==> config.mk <==
export PLATFORM = sky130hd
export DESIGN_NAME = vcfg_unit
export DESIGN_NICKNAME = d
export VERILOG_FILES = /design/src/rtl/vcfg_unit.sv
export SDC_FILE = /design/constraint.sdc
export NUM_CORES = 1
export LEC_CHECK = 0
export CAP_MARGIN = 20
export CORE_MARGIN = 3
export CORE_UTILIZATION = 31
export CTS_CLUSTER_DIAMETER = 200
export DETAILED_ROUTE_END_ITERATION = 12
export PLACE_DENSITY = 0.56
export SLEW_MARGIN = 10
export SYNTH_ARGS = -nofsm -noshare
export SYNTH_HDL_FRONTEND = slang
export SYNTH_SLANG_ARGS = --single-unit
==> constraint.sdc <==
create_clock -name clk_i -period 4.42 [get_ports clk_i]
set_clock_uncertainty 0.15 [all_clocks]
set_input_delay 0.442 -clock clk_i [delete_from_list [all_inputs] [get_ports clk_i]]
set_output_delay 0.442 -clock clk_i [all_outputs]
set_load 0.005 [all_outputs]
==> src/rtl/vcfg_unit.sv <==
// vcfg_unit: vector configuration unit executing vsetvli/vsetivli/vsetvl and holding architectural vl/vtype.
module vcfg_unit #(
  parameter int unsigned VLEN = 4096,
  parameter int unsigned ELEN = 64
) (
  input  logic        clk_i,
  input  logic        rst_ni,
  input  logic        req_valid_i,
  output logic        req_ready_o,
  input  logic [31:0] instr_i,
  input  logic [63:0] rs1_data_i,
  input  logic [63:0] rs2_data_i,
  input  logic        flush_i,
  output logic        resp_valid_o,
  input  logic        resp_ready_i,
  output logic [4:0]  resp_rd_o,
  output logic [63:0] resp_data_o,
  output logic        resp_illegal_o,
  output logic [63:0] vl_o,
  output logic [8:0]  vtype_o,
  output logic        vstart_clr_o
);
  typedef enum logic [1:0] {IDLE, COMPUTE, RESP} state_t;
  state_t      r_state, w_next;
  logic [31:0] r_instr;
  logic [63:0] r_rs1, r_rs2, r_vl, r_resp_data;
  logic [8:0]  r_vtype;
  logic [4:0]  r_resp_rd;
  logic        r_resp_illegal;
  logic        w_is_vli, w_is_vivli, w_is_vl, w_legal, w_vill, w_commit;
  logic [63:0] w_raw, w_avl, w_sew, w_base, w_vlmax, w_vl_new;
  logic [2:0]  w_vlmul, w_vsew, w_fshift;
  logic [8:0]  w_vtype_new;
  logic [4:0]  w_rs1, w_rd;
  always_comb begin
    w_is_vli    = ~r_instr[31];
    w_is_vivli  = r_instr[31:30] == 2'b11;
    w_is_vl     = r_instr[31:25] == 7'b1000000;
    w_legal     = r_instr[6:0] == 7'h57 && r_instr[14:12] == 3'b111 && (w_is_vli || w_is_vivli || w_is_vl);
    w_rs1       = r_instr[19:15];
    w_rd        = r_instr[11:7];
    w_raw       = w_is_vl ? r_rs2 : w_is_vivli ? {54'd0, r_instr[29:20]} : {53'd0, r_instr[30:20]};
    w_vlmul     = w_raw[2:0];
    w_vsew      = w_raw[5:3];
    w_fshift    = 3'd0 - w_vlmul;
    w_sew       = 64'd8 << w_vsew;
    w_vill      = (|w_raw[63:8]) || w_sew > 64'(ELEN) || w_vlmul == 3'b100 ||
                  (w_vlmul[2] && w_sew > (64'(ELEN) >> w_fshift));
    w_base      = 64'(VLEN / 8) >> w_vsew;
    w_vlmax     = w_vlmul[2] ? w_base >> w_fshift : w_base << w_vlmul[1:0];
    w_avl       = w_is_vivli ? {59'd0, r_instr[19:15]} : r_rs1;
    w_vl_new    = w_vill ? 64'd0 :
                  (w_is_vivli || w_rs1 != 5'd0) ? (w_avl < w_vlmax ? w_avl : w_vlmax) :
                  (w_rd != 5'd0) ? w_vlmax :
                  (r_vl < w_vlmax ? r_vl : w_vlmax);
    w_vtype_new = w_vill ? 9'h100 : {1'b0, w_raw[7:0]};
  end
  always_comb begin
    w_next       = r_state == IDLE    ? (req_valid_i ? COMPUTE : IDLE) :
                   r_state == COMPUTE ? (flush_i ? IDLE : RESP) :
                   (resp_ready_i || flush_i) ? IDLE : RESP;
    w_commit     = r_state == COMPUTE && !flush_i && w_legal;
    req_ready_o  = r_state == IDLE;
    resp_valid_o = r_state == RESP;
    vstart_clr_o = w_commit;
  end
  always_ff @(posedge clk_i or negedge rst_ni)
    if (!rst_ni) r_state <= IDLE;
    else         r_state <= w_next;
  always_ff @(posedge clk_i or negedge rst_ni) begin
    if (!rst_ni) begin
      r_instr        <= '0;
      r_rs1          <= '0;
      r_rs2          <= '0;
      r_vl           <= '0;
      r_vtype        <= 9'h100;
      r_resp_rd      <= '0;
      r_resp_data    <= '0;
      r_resp_illegal <= 1'b0;
    end else begin
      if (req_valid_i && req_ready_o) begin
        r_instr <= instr_i;
        r_rs1   <= rs1_data_i;
        r_rs2   <= rs2_data_i;
      end
      if (r_state == COMPUTE && !flush_i) begin
        r_resp_rd      <= w_rd;
        r_resp_illegal <= !w_legal;
        r_resp_data    <= w_legal ? w_vl_new : 64'd0;
      end
      if (w_commit) begin
        r_vl    <= w_vl_new;
        r_vtype <= w_vtype_new;
      end
    end
  end
  assign vl_o           = r_vl;
  assign vtype_o        = r_vtype;
  assign resp_rd_o      = r_resp_rd;
  assign resp_data_o    = r_resp_data;
  assign resp_illegal_o = r_resp_illegal;
endmodule

; ---- Yosys cells after proc, flatten, opt, wreduce, memory -nomap -nowiden
; Cells that the tools add are included.
[totals]
reg_bits = 305
word_cells = 62
[classes]
addsub = 1
n_eq_ne = 7
magnitude_cmp = 4
muxes = 16
bitwise = 1
shift = 5
reduce_logical = 19
[op_table]
columns = operator, n
row1 = 64-bit two-way mux, 9
row2 = 64-bit < comparator, 2
row3 = 64-bit > comparator, 1
row4 = 64-bit by 7-bit > comparator with 1-bit output (second input constant), 1
row5 = 4-bit by 3-bit << shifter with 64-bit output (first input constant), 1
row6 = 64-bit by 2-bit << shifter with 64-bit output, 1
row7 = 10-bit by 3-bit >> shifter with 64-bit output (first input constant), 1
row8 = 64-bit by 3-bit >> shifter with 64-bit output, 1
row9 = 7-bit by 3-bit >> shifter with 64-bit output (first input constant), 1
row10 = 56-bit OR reduction, 1
row11 = 7-bit equality test (second input constant), 2
row12 = 11-bit two-way mux, 1
row13 = 5-bit nonzero test, 2
row14 = 9-bit two-way mux, 1
row15 = 2-bit two-way mux, 4
row16 = 1-bit logical OR, 7
row17 = 3-bit equality test (second input constant), 2
row18 = 1-bit logical AND, 6
row19 = 2-bit equality test (second input constant), 2
row20 = 1-bit by 3-bit subtractor with 3-bit output (first input constant), 1
row21 = 2-bit by 1-bit equality test with 1-bit output (second input constant), 1
row22 = 1-bit zero test, 2
row23 = 2-bit zero test, 1
row24 = 1-bit two-way mux, 1
row25 = 1-bit NOT, 1

; ---- Longest topological paths before layout
; Gate-level depths: netlist (run 1).
[logic_depth]
depth_word = 12
depth_mapped = 22

; ---- Worst setup path before layout (run 1)
; No wires, ideal clock.
[synth_path]
kind = register to register
from = register r_instr[26]
to = register r_resp_data[4], in the netlist resp_data_o[4]
setup_time_ps = 137
path_slack_ps = -249
synth_period_minus_slack_ps = 4669
arrival_ps = 4382
path_stages_with_launch = 20
cell_sequence = dfrtp_1 > nor4b_4 > nand2_4 > buf_6 > mux2i_1 > ha_1 > clkbuf_1 > xor2_1 > a211oi_1 > a211oi_1 > nand3_1 > nor2b_1 > ha_1 > nand4_1 > o21bai_1 > a211oi_1 > o2111a_1 > a21o_1 > a2111oi_1 > o21ai_1
[synth_via]
elab_chain_len = 11
elab_cells_between_ends = 27
cone_classes = 1 x add/sub / 4 x order compare / 2 x eq/ne / 5 x shift / 8 x mux / 7 x reduce/logical
[synth_lines]
columns = element, line
row1 = from (decl), 25  ; logic [31:0] r_instr;
row2 = from (signal assigned), 82  ; r_instr <= instr_i;
row3 = 7-bit equality test *, 38  ; w_is_vl = r_instr[31:25] == 7'b1000000;
row4 = 64-bit two-way mux, 42  ; w_raw = w_is_vl ? r_rs2 : w_is_vivli ? {54'd0, r_instr[29:20]} : {53'd0, r_instr[30:20]};
row5 = 1-bit by 3-bit subtractor with 3-bit output / 10-bit by 3-bit >> shifter with 64-bit output (equally long branches), "45, 49"
row6 = 64-bit by 3-bit >> shifter with 64-bit output / 64-bit by 2-bit << shifter with 64-bit output (equally long branches), 50  ; w_vlmax = w_vlmul[2] ? w_base >> w_fshift : w_base << w_vlmul[1:0];
row7 = 64-bit two-way mux, 50
row8 = 64-bit < comparator, 55  ; (r_vl < w_vlmax ? r_vl : w_vlmax);
row9 = 64-bit two-way mux, 55
row10 = 64-bit two-way mux, 54  ; (w_rd != 5'd0) ? w_vlmax :
row11 = 64-bit two-way mux, 53  ; (w_is_vivli || w_rs1 != 5'd0) ? (w_avl < w_vlmax ? w_avl : w_vlmax) :
row12 = 64-bit two-way mux, 52  ; w_vl_new = w_vill ? 64'd0 :
row13 = 64-bit two-way mux *, 89  ; r_resp_data <= w_legal ? w_vl_new : 64'd0;
row14 = to (signal assigned), 89
row15 = to (decl), 26  ; logic [63:0] r_rs1, r_rs2, r_vl, r_resp_data;
; Every way passes the cells marked *; elsewhere a longest branch is shown, timed or not.
; A chain may end at the register's enable or synchronous reset.

; ---- Worst setup path after layout (run 1)
[layout_path]
from = register r_instr[30]
to = register r_vl[6], in the netlist vl_o[6]
[layout_via]
elab_chain_len = 10
elab_cells_between_ends = 32
cone_classes = 1 x add/sub / 4 x order compare / 3 x eq/ne / 5 x shift / 9 x mux / 10 x reduce/logical
[layout_lines]
columns = element, line
row1 = 7-bit equality test, 38
row2 = 64-bit two-way mux, 42
row3 = 1-bit by 3-bit subtractor with 3-bit output / 10-bit by 3-bit >> shifter with 64-bit output (equally long branches), "45, 49"
row4 = 64-bit by 3-bit >> shifter with 64-bit output / 64-bit by 2-bit << shifter with 64-bit output (equally long branches), 50
row5 = 64-bit two-way mux, 50
row6 = 64-bit < comparator, 55
row7 = 64-bit two-way mux, 55
row8 = 64-bit two-way mux, 54
row9 = 64-bit two-way mux, 53
row10 = 64-bit two-way mux, 52
row11 = to (signal assigned), 92  ; r_vl <= w_vl_new;
row12 = to (decl), 26
; Several ways; a longest one is shown, not always the timed one.

==> results of run 1 <==
## state kept, by name, summed over array words and instances, names as in the netlist
register,cells
r_rs1,64
vtype_o,9
resp_data_o,64
vl_o,64
resp_rd_o,5
r_instr,32
r_rs2,64
resp_illegal_o,1
r_state,2
## per-stage QoR
step / utilization / area [sq um] / setup TNS (ps) / total power, mW
after floorplan: - / 13400 / 0 / 4.58
after global placement: 0.412 / 17400 / 0 / 5.39
after detailed placement: 0.412 / 17400 / -442 / 5.41
after CTS: 0.442 / 18700 / -122 / 8.60
after global routing: 0.449 / 19000 / -2740 / 9.14
final: 0.450 / 19000 / 0 / 8.64
## worst paths after layout
check	from	end	slack (ps)	depth (start not counted)
setup / recovery	r_instr[30]$_DFFE_PN0P_	vl_o[6]$_DFFE_PN0P_	120	20
hold / removal	rs2_data_i[5]	r_rs2[5]$_DFFE_PN0P_	310	3
setup reg to reg	r_instr[30]$_DFFE_PN0P_	vl_o[6]$_DFFE_PN0P_	120	20
hold reg to reg	resp_rd_o[0]$_DFFE_PN0P_	resp_rd_o[0]$_DFFE_PN0P_	320	2
max in group asynchronous	rst_ni	r_rs1[26]$_DFFE_PN0P_	2740	3
min in group asynchronous	rst_ni	vl_o[37]$_DFFE_PN0P_	370	2
## kinds of logic (layout without fill, tap and decap cells)
logic type,count (synthesis),count (layout),share of synthesized area
other cells,0,2,0
xor+xnor,6,6,0.00395
buf+inv,69,447,0.0212
compound gates,148,148,0.0789
simple gates,344,344,0.145
fa+ha+maj,34,34,0.0320
mux,172,172,0.145
flops,305,305,0.573
## synthesized netlist by cell type, drive strengths merged (3+ instances only)
cell type,count,area share
mux2i,6,0.0048
inv,13,0.0037
and2,116,0.055
nand2,86,0.025
or3,5,0.0023
buf,8,0.0039
nand2b,3,0.0014
nor2,22,0.0062
nand3,12,0.0045
or4,3,0.0017
and3,7,0.0033
a211oi,8,0.0045
xnor2,3,0.0020
nor3,10,0.0046
a21oi,21,0.0079
nor4,41,0.020
nor3b,3,0.0017
xor2,3,0.0020
o21a,4,0.0023
a31oi,6,0.0028
clkbuf,47,0.013
mux2,166,0.14
a22oi,4,0.0023
a32o,3,0.0023
nand4,16,0.0075
nor2b,8,0.0038
o221ai,13,0.013
o211ai,3,0.0017
dfrtp,304,0.57
o21ai,55,0.021
a2111oi,3,0.0025
ha,34,0.032
a21o,7,0.0039
## critical path: stages, from the launching register on
cell      delay, ps
dfrtp_1         410
nor4b_4         360
nand2_4         130
mux2i_4         260
ha_4            260
buf_6           130
nor3b_2         160
o211ai_1        140
a31oi_1         190
a31oi_1          70
nor2_2          180
a21oi_2          60
ha_1            220
a21o_1          160
a21o_1          200
a211oi_1        220
and4_2          300
a21oi_4          90
buf_4           170
o221ai_2        190
o21ai_1         100
## layout make-up
class	instances	share of cell area
Timing Repair Buffer	371	0.192
Sequential cell	305	0.402
Antenna cell	2	0.000264
Tap cell	539	0.0355
Inverter	14	0.00297
Multi-Input combinational cell	704	0.302
Clock buffer	54	0.0570
Clock inverter	8	0.00811
## what timing repair did
action                                  4_1_cts  5_1_grt
endpoints found under the setup margin       26       26
hold buffers                                  1        0
pin swaps                                     0       35
endpoints found under the hold margin        77        0
setup buffers                                 0        4
gates resized for setup                       8       65
cloned                                        0        1
## power by group through the flow
| stage | Sequential, mW | Combinational [mW] | Clock, mW |
|---|---|---|---|
| 6_report | 3.42 | 2.14 | 3.08 |
| 5_1_grt | 3.47 | 2.36 | 3.31 |
| 4_1_cts | 3.42 | 1.98 | 3.20 |
| 3_5_place_dp | 3.47 | 1.94 | 0 |
| 3_3_place_gp | 3.46 | 1.93 | 0 |
| 2_1_floorplan | 3.36 | 1.22 | 0 |
## routing by layer
layer  up-vias  GRT usage
met1      4804      0.224
met3        59     0.0616
met5         -          0
met4        14     0.0454
li1       4587          -
met2       288      0.260
==> results.py, run 1 <==
metrics = {
    "pwr": {
        "clkPwrFrac": 0.356,
        "pwr-share-comb": 0.248,
        "p_per_area_mw_per_mm2": 455,
        "leakagePower_nw": 8.03,
        "share_seq_of_total_power": 0.396,
        "internal-power_mw": 6.18,
        "ir_drop_mv": 0.371,
        "p_sw_frac": 0.285,
        "power.switching_mw": 2.46,
    },
    "detailed_routing": {
        "firstDrtPassIters": 4,
        "routedWlPerCell_um": 19.5,
        "met3_length_um": 3430,
        "top_layer_used": "met5",
        "num_vias": 9752,
        "wl_met1_um": 17300,
        "viasPerCell": 4.88,
        "drt_iter0_drc": 468,
        "ant_nets": 0,
        "met2WireLength_um": 17400,
        "drcViolationCount": 0,
        "wirelength_um": 39000,
    },
    "floorplan": {
        "start_util": 0.315,
        "ioPinCount": 311,
        "core_area_sq_mm": 0.0422,
        "die_w_um": 213,
        "die_h_um": 213,
        "rows": 75,
        "fp.dieArea_sq_mm": 0.0455,
    },
    "sta": {
        "fmax_mhz": 233,
        "grt_setup_unrepaired": "true",
        "worstMarginPinSlew_ps": 827,
        "holdWs_ps": 313,
        "period_minus_slack_ps": 4300,
        "post-route-period-util": 0.973,
        "hold_viol": 0,
        "finalSetupViolations": 0,
        "slew_viol_final": 0,
        "slew_headroom": 0.448,
        "fin_ws_ps": 121,
    },
    "final_layout": {
        "multiInputGateArea_sq_mm": 0.00573,
        "final_cells": 1997,
        "nNetsFinal": 1631,
        "final_cell_mix": "clkdlybuf4s50_1 (309), dfrtp_1 (304), mux2_2 (166)",
        "num-fill-cells": 3913,
        "drive_gt1_frac": 0.242,
        "mostFrequentLayoutCell": "clkdlybuf4s50_1",
        "regArea_sq_mm": 0.00763,
        "syn2layout_area_growth_pct": 42.6,
    },
    "grt": {
        "grt_pass1_vias": 10105,
        "antenna_found_initial": 10,
        "grt_overflow": 0,
        "grtUsageTotal": 0.168,
        "grt_max_degree": 104,
        "grt_pass1_wl_um": 59400,
    },
    "clock_tree": {
        "clk_pin_slew_worst_paths_ps": 70,
        "h-tree-depth": 2,
        "clkSinkCount": 305,
        "cts_tree": "yes",
        "clk_latency_ps": 540,
        "clockBufferDepth": 3,
        "cts_buffers": 36,
        "cts-root-buf": "clkbuf_16",
    },
    "logic_synthesis": {
        "ys.warnings.count": 0,
        "avgSynthCellArea_sq_um": 12.3,
        "synth_fp_nets": 1277,
        "synthDistinctLibCells": 73,
        "syn_inst": 1078,
        "ys_ff_latch": 305,
        "syn_area_sq_mm": 0.0133,
        "synthFlopType": "dfrtp_1",
        "synthArstFlopShare": 1.00,
        "seq_area_frac_synth": 0.573,
        "synth_edf_count": 0,
    },
    "setup_path": {
        "crit_fanout": 5,
        "critPathLaunchType": "register",
        "cp_data_required_time_ps": 4680,
        "cp-end-kind": "register",
        "crit_type": "reg -> reg",
        "critPathArrivalTime_ps": 4560,
    },
    "placement": {
        "dp_slack_ps": -58.6,
        "port_buffers": 310,
        "hpwlAfterDp_um": 28800,
        "gp_congestion": 0.858,
        "dp_cells": 1928,
    },
    "run_status": {
        "status": "completed",
    },
    "worst_hold_path": {
        "min_path_type": "in -> reg",
    },
    "job": {
        "maxCapViolations": 0,
    },
}
Power figures use the tool's default switching activity.
==> run 2, diff against run 1 <==
- TNS_END_PERCENT: not set -> 100
==> results of run 2 <==
No change in the layout: final DEF, timing and power equal those of run 1.
==> variant, RTL diff (flow settings as in run 1) <==
The 3 states of `state_t` get a one-hot encoding in 3 bits.
--- a/src/rtl/vcfg_unit.sv
+++ b/src/rtl/vcfg_unit.sv
@@ -22,3 +22,3 @@
 );
-  typedef enum logic [1:0] {IDLE, COMPUTE, RESP} state_t;
+  typedef enum logic [2:0] {IDLE = 3'b001, COMPUTE = 3'b010, RESP = 3'b100} state_t;
   state_t      r_state, w_next;
Function: same outputs for any inputs over 10 cycles, from zero or initial values and one cycle with rst_ni low; not proved beyond that.
==> variant against run 1 <==
  * Final area grew 1.6%
  * Final cell count increased by 1.5%
  * Wire length is 1.5% lower
  * The run now ends with negative setup slack left
  * Global-route usage down 0.19 points
  * Sequential cell count grew 1
  * Critical path type unchanged
  * Area after synthesis hardly changed
  * Largest cell class unchanged
  * Worst hold slack improved by 0.016 ns
  * Setup slack lost 0.16 ns
Power is not compared: it rests on default switching activity, and its combinational part moved more than twofold at a synthesized area within 25%.
==> variant: results (changes against run 1) <==
hold_ws 0.329 ns (was 0.313 ns); setup-violating endpoint count in the final report 8 (was 0); mean routed wirelength per cell 19.0 microns (was 19.5 microns); min-delay src resp_data_o[26]$_DFFE_PN0P_ (was rs2_data_i[5]); HPWL after DPL 28300 microns (was 28800 microns); post_cts resized 16 (was 8); status complete, but fails checks (was finished clean); worst setup margin -0.0433 ns (was 0.121 ns); CP Max Fanout 7 (was 5); HP Class register to register (was input pin to register); Placer Congestion 0.860 (was 0.858); post-synthesis sequential area ratio 57.5% (was 57.3%); worst hold stages 1 (was 3); Clk Latency, worst-skew pair 0.52 ns (was 0.54 ns); synth top area cells dfrtp_1, mux2_2, and2_1 (unchanged); first-pass GRT wire length 59000 microns (was 59400 microns); Post-Place Setup Slack -0.207 ns (was -0.0586 ns); layout cell share with drive strength beyond 1 25.6% (was 24.2%); Max stage delay on crit path 0.55 ns (was 0.41 ns); slowest CP cell or4_1 (was dfrtp_1); largest net degree at the start of global routing 108 (was 104); Vias/cell 4.86 (was 4.88); violated checks negative setup slack; DRT iter0 DRCs 580 (was 468); Worst Tran Pin Value 1.01 ns (was 0.827 ns); crit path from r_instr[27]$_DFFE_PN0P_ (was r_instr[30]$_DFFE_PN0P_); Total GRT Usage 16.6% (was 16.8%); Arr. time, crit path 4.78 ns (was 4.56 ns); Final nets 1661 (was 1631); Hold EP resp_data_o[26]$_DFFE_PN0P_ (was r_rs2[5]$_DFFE_PN0P_)
## variant: cell types whose count changed in the layout (fill, tap and decap cells not counted), moves of 5 or more
cell / before / now
o21ai_1: 28 / 22
nand2_1: 84 / 69
a21oi_1: 17 / 26
o221ai_2: 13 / 8
nand3_1: 11 / 17
nor2_1: 21 / 26
buf_4: 51 / 79
## variant: metal layers
layer | vias to the layer above | part of all wire, % | wire (microns) | track usage [%]
li1 | 4658 | - | - | -
met1 | 4880 | 43 | 16500 | 22.0
met2 | 266 | 46 | 17600 | 26.0
met3 | 44 | 9.2 | 3540 | 5.79
met4 | 2 | 2.0 | 753 | 4.65
met5 | - | 0.034 | 13 | 0
## variant: worst max-delay path: cells and delay by family, from the launching register on
kind / cells / cell delay [ns]
buffers and inverters: 7 / 1.00
AND/OR/NAND/NOR: 4 / 0.99
AO/OA/AOI/OAI: 7 / 1.32
adder cells (fa/ha/maj): 1 / 0.30
multiplexers: 1 / 0.26
flip-flops: 1 / 0.38
## variant: cell type report
type	count	area, sq um
Timing Repair Buffer	403	3900
Fill cell	3866	22800
Sequential cell	306	7660
Clock buffer	54	1080
Clock inverter	8	121
Antenna cell	1	2.50
Inverter	9	36.3
Multi-Input combinational cell	706	5810
Tap cell	539	674
## variant: cells by family (layout without fill, tap and decap cells)
| family | after synthesis | after routing | synth area share, % |
|---|---|---|---|
| XOR/XNOR | 6 | 6 | 0.395 |
| buffers and inverters | 66 | 474 | 1.97 |
| adder cells (fa/ha/maj) | 34 | 34 | 3.20 |
| multiplexers | 174 | 174 | 14.7 |
| AND/OR/NAND/NOR | 344 | 344 | 14.8 |
| flip-flops | 306 | 306 | 57.5 |
| AO/OA/AOI/OAI | 148 | 148 | 7.37 |
| other | 0 | 1 | 0 |
